<file path="src/rtl/sparse_coo_matmul_stream.sv">
// Sparse COO matrix multiply C = A x B: buffers A/B entry streams, evaluates every pair, drains dense C row-major.
// Optional build macro SATURATE_ACC_EN selects unsigned saturating accumulation instead of modulo wrap.
module sparse_coo_matmul_stream #(
    parameter int DATA_W  = 32,
    parameter int ACC_W   = 32,
    parameter int DIM     = 4,
    parameter int NNZ_MAX = 8
) (
    input  logic                       clk,
    input  logic                       rst,
    input  logic                       a_valid,
    output logic                       a_ready,
    input  logic [DATA_W-1:0]          a_data,
    input  logic [$clog2(DIM)-1:0]     a_row,
    input  logic [$clog2(DIM)-1:0]     a_col,
    input  logic                       a_last,
    input  logic                       b_valid,
    output logic                       b_ready,
    input  logic [DATA_W-1:0]          b_data,
    input  logic [$clog2(DIM)-1:0]     b_row,
    input  logic [$clog2(DIM)-1:0]     b_col,
    input  logic                       b_last,
    output logic                       c_valid,
    input  logic                       c_ready,
    output logic [ACC_W-1:0]           c_data,
    output logic [$clog2(DIM)-1:0]     c_row,
    output logic [$clog2(DIM)-1:0]     c_col,
    output logic                       c_last,
    output logic                       busy,
    output logic                       overflow
);

    localparam int IDX_W  = $clog2(DIM);
    localparam int CNT_W  = $clog2(NNZ_MAX + 1);
    localparam int PTR_W  = (NNZ_MAX > 1) ? $clog2(NNZ_MAX) : 1;
    localparam int PROD_W = 2 * DATA_W;
    localparam int SUM_W  = ACC_W + PROD_W;

    typedef enum logic [1:0] {
        ST_LOAD,
        ST_COMPUTE,
        ST_DRAIN
    } state_e;

    typedef struct packed {
        logic [IDX_W-1:0]  row;
        logic [IDX_W-1:0]  col;
        logic [DATA_W-1:0] data;
    } entry_t;

    state_e            state_q, state_d;
    logic [CNT_W-1:0]  n_a_q, n_a_d, n_b_q, n_b_d;
    logic              a_done_q, a_done_d, b_done_q, b_done_d;
    logic              overflow_q, overflow_d;
    logic [PTR_W-1:0]  i_q, i_d, j_q, j_d;
    logic [IDX_W-1:0]  dr_row_q, dr_row_d, dr_col_q, dr_col_d;
    logic              clear_c;

    entry_t            a_buf_q [NNZ_MAX];
    entry_t            b_buf_q [NNZ_MAX];
    logic [ACC_W-1:0]  c_q [DIM][DIM];

    entry_t            a_cur, b_cur;
    logic              acc_en;
    logic [PROD_W-1:0] prod;
    logic [SUM_W-1:0]  sum;
    logic [ACC_W-1:0]  acc_new;
    logic              last_i, last_j;
    logic              a_fire, b_fire;

    assign a_fire = a_valid && a_ready;
    assign b_fire = b_valid && b_ready;

    // Operand pair under evaluation during COMPUTE.
    assign a_cur  = a_buf_q[i_q];
    assign b_cur  = b_buf_q[j_q];
    assign last_i = (i_q == PTR_W'(n_a_q - CNT_W'(1)));
    assign last_j = (j_q == PTR_W'(n_b_q - CNT_W'(1)));
    assign acc_en = (state_q == ST_COMPUTE) && (a_cur.col == b_cur.row);

    assign prod = {{DATA_W{1'b0}}, a_cur.data} * {{DATA_W{1'b0}}, b_cur.data};
    assign sum  = {{PROD_W{1'b0}}, c_q[a_cur.row][b_cur.col]} + {{ACC_W{1'b0}}, prod};

`ifdef SATURATE_ACC_EN
    assign acc_new = (|sum[SUM_W-1:ACC_W]) ? {ACC_W{1'b1}} : sum[ACC_W-1:0];
`else
    assign acc_new = sum[ACC_W-1:0];
`endif

    // NOTE: every signal driven here gets a default first, so no path can infer a latch.
    always_comb begin
        state_d    = state_q;
        n_a_d      = n_a_q;
        n_b_d      = n_b_q;
        a_done_d   = a_done_q;
        b_done_d   = b_done_q;
        overflow_d = overflow_q;
        i_d        = i_q;
        j_d        = j_q;
        dr_row_d   = dr_row_q;
        dr_col_d   = dr_col_q;
        clear_c    = 1'b0;
        a_ready    = 1'b0;
        b_ready    = 1'b0;
        c_valid    = 1'b0;
        busy       = 1'b0;

        unique case (state_q)
            ST_LOAD: begin
                a_ready = !a_done_q;
                b_ready = !b_done_q;
                if (a_valid && !a_done_q) begin
                    n_a_d = n_a_q + CNT_W'(1);
                    if (a_last || (n_a_d == CNT_W'(NNZ_MAX))) begin
                        a_done_d = 1'b1;
                    end
                    if (!a_last && (n_a_d == CNT_W'(NNZ_MAX))) begin
                        overflow_d = 1'b1;
                    end
                end
                if (b_valid && !b_done_q) begin
                    n_b_d = n_b_q + CNT_W'(1);
                    if (b_last || (n_b_d == CNT_W'(NNZ_MAX))) begin
                        b_done_d = 1'b1;
                    end
                    if (!b_last && (n_b_d == CNT_W'(NNZ_MAX))) begin
                        overflow_d = 1'b1;
                    end
                end
                if (a_done_q && b_done_q) begin
                    state_d = ST_COMPUTE;
                    i_d     = '0;
                    j_d     = '0;
                    clear_c = 1'b1;
                end
            end

            ST_COMPUTE: begin
                busy = 1'b1;
                if (last_j) begin
                    j_d = '0;
                    if (last_i) begin
                        state_d  = ST_DRAIN;
                        dr_row_d = '0;
                        dr_col_d = '0;
                    end else begin
                        i_d = i_q + PTR_W'(1);
                    end
                end else begin
                    j_d = j_q + PTR_W'(1);
                end
            end

            ST_DRAIN: begin
                busy    = 1'b1;
                c_valid = 1'b1;
                if (c_ready) begin
                    if (dr_col_q == IDX_W'(DIM - 1)) begin
                        dr_col_d = '0;
                        dr_row_d = dr_row_q + IDX_W'(1);
                    end else begin
                        dr_col_d = dr_col_q + IDX_W'(1);
                    end
                    if (c_last) begin
                        state_d  = ST_LOAD;
                        n_a_d    = '0;
                        n_b_d    = '0;
                        a_done_d = 1'b0;
                        b_done_d = 1'b0;
                        dr_row_d = '0;
                        dr_col_d = '0;
                    end
                end
            end

            default: state_d = ST_LOAD;
        endcase
    end

    // NOTE: sequential state uses non-blocking assignments so every register samples pre-edge values.
    always_ff @(posedge clk) begin
        if (rst) begin
            state_q    <= ST_LOAD;
            n_a_q      <= '0;
            n_b_q      <= '0;
            a_done_q   <= 1'b0;
            b_done_q   <= 1'b0;
            overflow_q <= 1'b0;
            i_q        <= '0;
            j_q        <= '0;
            dr_row_q   <= '0;
            dr_col_q   <= '0;
        end else begin
            state_q    <= state_d;
            n_a_q      <= n_a_d;
            n_b_q      <= n_b_d;
            a_done_q   <= a_done_d;
            b_done_q   <= b_done_d;
            overflow_q <= overflow_d;
            i_q        <= i_d;
            j_q        <= j_d;
            dr_row_q   <= dr_row_d;
            dr_col_q   <= dr_col_d;
        end
    end

    // NOTE: operand buffers need no reset; entries are only read below the counts, which are reset.
    always_ff @(posedge clk) begin
        if (a_fire) begin
            a_buf_q[n_a_q[PTR_W-1:0]] <= {a_row, a_col, a_data};
        end
        if (b_fire) begin
            b_buf_q[n_b_q[PTR_W-1:0]] <= {b_row, b_col, b_data};
        end
    end

    // Accumulators are cleared on reset and again on entry to COMPUTE.
    always_ff @(posedge clk) begin
        if (rst || clear_c) begin
            for (int r = 0; r < DIM; r++) begin
                for (int c = 0; c < DIM; c++) begin
                    c_q[r][c] <= '0;
                end
            end
        end else if (acc_en) begin
            c_q[a_cur.row][b_cur.col] <= acc_new;
        end
    end

    assign c_row    = c_valid ? dr_row_q : '0;
    assign c_col    = c_valid ? dr_col_q : '0;
    assign c_data   = c_valid ? c_q[dr_row_q][dr_col_q] : '0;
    assign c_last   = c_valid && (dr_row_q == IDX_W'(DIM - 1)) && (dr_col_q == IDX_W'(DIM - 1));
    assign overflow = overflow_q;

endmodule

</file>
<file path="config.mk">
export PLATFORM = sky130hd
export DESIGN_NAME = sparse_coo_matmul_stream
export DESIGN_NICKNAME = d
export VERILOG_FILES = /design/src/rtl/sparse_coo_matmul_stream.sv
export SDC_FILE = /design/constraint.sdc
export NUM_CORES = 2
export LEC_CHECK = 0
export CORE_MARGIN = 8
export CORE_UTILIZATION = 60
export CTS_CLUSTER_DIAMETER = 50
export DETAILED_ROUTE_END_ITERATION = 7
export HOLD_SLACK_MARGIN = 0.12
export PLACE_DENSITY = 0.86
export SLEW_MARGIN = 20
export SYNTH_ARGS = -nofsm -noshare
export SYNTH_HDL_FRONTEND = slang
export SYNTH_SLANG_ARGS = --single-unit
</file>
<file path="constraint.sdc">
create_clock -name clk -period 13.3 [get_ports clk]
set_clock_uncertainty 0.1 [all_clocks]
set_input_delay 1.33 -clock clk [delete_from_list [all_inputs] [get_ports clk]]
set_output_delay 1.33 -clock clk [all_outputs]
set_load 0.02 [all_outputs]
</file>
==> metrics.yaml <==
outcome:
  status: "finished with violations"
  violations: "design-rule violations"
timing:
  setup_tns_ps: 0
  timing.fmax_mhz: 88.9
  tightest_slew_ps: 1140
  period_share: 0.846
  hold_viol: 0
  fin_crit_ps: 11250
  rsz0062_at_grt: "no"
  maxSlewViolCount: 0
  max-slew-margin-rel: 0.235
  setup_viol: 0
yosys:
  ys_warn_count: 0
  synth_cell_types: 68
  synth_edf_count: 1088
  yosysMostFrequentCell: "edfxtp_1"
  seq_area_frac_synth: 0.503
  syn_avg_cell_area_um2: 13.3
  yosys-top-cells-area: "edfxtp_1 (49%), fa_1 (13%), mux4_2 (11%)"
  syn-cell-area_mm2: 0.0662
  synth_top_area_share: 0.494
  async_reset_ff_frac: 0
  syn_nets: 5624
  synth-main-ff-cell: "edfxtp_1"
  synth_largest_area_cell: "edfxtp_1"
  yosys-top-cells-count: "edfxtp_1 (1,088), nor2_1 (852), inv_1 (506), fa_1 (438), nand2_1 (346)"
  yosys_register_bits: 1119
  syn-instance-count: 4972
routing:
  drt_iter0_drc: 6600
  drt-pass1-iter-count: 8
  ant_nets: 0
  vias: 43900
  drc: 3
  wl_per_cell_um: 28.6
  avgViaCountPerCell: 6.63
  wl_um: 189000
die:
  rows: 122
  die-area_mm2: 0.121
  io_pins: 121
  initial_core_util: 0.601
  fp.dieH_um: 348
  die_w_um: 348
  core_mm2: 0.110
global_routing:
  grt_first_pass_wirelength_um: 281000
  grt-ovfl-total: 0
  grt_pass1_vias: 46500
  gr-usage-all-layers: 0.309
  grt_max_degree: 124
  antenna_found_initial: 13
cts:
  cts_resized: 0
  cts_buffer_depth: 3
  clkTransAtPathRegs_ps: 70
  cts_setup_buffers: 0
  numCtsBuffers: 112
  ctsHoldBuffers: 0
  cts_tree: "yes"
  cts.sinks: 1119
  ctsHtreeMaxLevel: 3
  clock_latency_ps: 750
  clock-root-buffer: "clkbuf_16"
worst_hold_path:
  hold_path_class: "reg2reg"
  hold_end: "dr_col_q[1]"
  min_path_cells: 2
  worstHoldStart: "dr_col_q[1]"
setup_path:
  required_ps: 13650
  critPathBufInv: 7
  critPathLaunchType: "flop"
  critPathMaxFanout: 123
  path_class: "reg2reg"
  cp.arrival_ps: 11600
  reg2regPathDepth: 30
  reg2reg_slack_ps: 2050
  cp_common_cell: "fa_1"
  crit_family: "adder cells"
  cp-end-kind: "flop"
  r2r_end: "c_q[3][62]"
  crit_path_max_incr_delay_ps: 750
  cpMaxStageDelayCell: "dfxtp_2"
job:
  cap_violations: 0
layout:
  multiInputGateArea_mm2: 0.0299
  drive_gt1_frac: 0.156
  area_growth_pct: 10.2
  nets: 5684
  fillers: 7024
  seq_area_mm2: 0.0333
placement:
  hpwl_um: 116000
  gp_congestion: 0.936
  portBuffers: 120
## cells in the final DEF (no fill, tap or decap), types with 20 or more instances in the layout
master / instances
edfxtp_1: 1088
nor2_1: 843
inv_1: 506
fa_1: 438
nand2_1: 329
mux4_2: 321
mux2i_1: 193
buf_4: 135
ha_1: 134
clkdlybuf4s50_1: 120
clkbuf_16: 113
and2_1: 106
a21oi_1: 68
xnor2_1: 68
a211oi_1: 64
a311oi_1: 63
or2_2: 59
nor3_1: 38
nand2b_1: 29
clkbuf_1: 27
clkinv_1: 23
o21ai_0: 23
xor2_1: 23
dfxtp_1: 23
mux2i_2: 20
## worst max-delay path by stage
stage	from	endpoint	slack [ps]	cells after the start
4_1_cts	flop	c_q[0][62]	2030	29
3_5_place_dp	flop	c_q[0][94]	2090	29
2_1_floorplan	flop	c_q[1][93]	3330	39
6_report	flop	c_q[3][62]	2050	30
3_3_place_gp	flop	c_q[2][93]	2390	32
5_1_grt	flop	c_q[1][30]	1590	29
## sequential cells by signal, summed over array words and instances (netlist names), named ones only
signal	cells
n_b_q	4
b_done_q	1
a_buf_q	288
c_q	512
n_a_q	4
i_q	3
b_buf_q	288
dr_row_q	2
dr_col_q	2
overflow	1
state_q	2
a_done_q	1
j_q	3
## final cells by class
cell class	count	area share
Clock inverter	62	0.00776
Sequential cell	1119	0.457
Clock buffer	145	0.0411
Inverter	508	0.0262
Multi-Input combinational cell	3030	0.411
Timing Repair Buffer	261	0.0316
Tap cell	1488	0.0255
Antenna cell	9	0.000309
## stage by stage
stage / utilization / setup WS, ps / instance area [um2] / hold WS, ps / cells
6_report: 0.663 / 2050 / 72900 / 416 / 6622
5_1_grt: 0.662 / 1590 / 72900 / 461 / 6618
4_1_cts: 0.662 / 2030 / 72900 / 408 / 6611
3_5_place_dp: 0.630 / 2090 / 69300 / 392 / 6404
3_3_place_gp: 0.629 / 2390 / 69300 / 377 / 6404
2_1_floorplan: - / 3330 / 66200 / 370 / 4972
## cells by family after synthesis
kind of cell / count (synthesis) / synth area share
muxes: 557 / 0.146
DFF: 1119 / 0.503
xor gates and xnor gates: 101 / 0.0142
AOI/OAI and AO/OA: 297 / 0.0326
and+or+nand+nor: 1502 / 0.0958
buffers and inverters: 823 / 0.0502
adders and majority gates: 573 / 0.158
## worst reg2reg max path, delay by kind of cell (launching register included)
kind / cells / cell delay, ps
DFF: 1 / 750
and+or+nand+nor: 2 / 210
adders and majority gates: 9 / 3820
buffers and inverters: 7 / 1470
AOI/OAI and AO/OA: 9 / 3160
muxes: 2 / 780
xor gates and xnor gates: 1 / 670
## routing by layer
layer	track usage	vias up	part of all wire
met4	0.198	4	0.076
met5	0	-	0.00014
met3	0.101	972	0.15
met2	0.482	3817	0.46
met1	0.372	21600	0.31
li1	-	17500	-
Power is left out: the tool's default activity adds up to more than one toggle a clock period on the data nets, which glitch-free logic cannot reach.
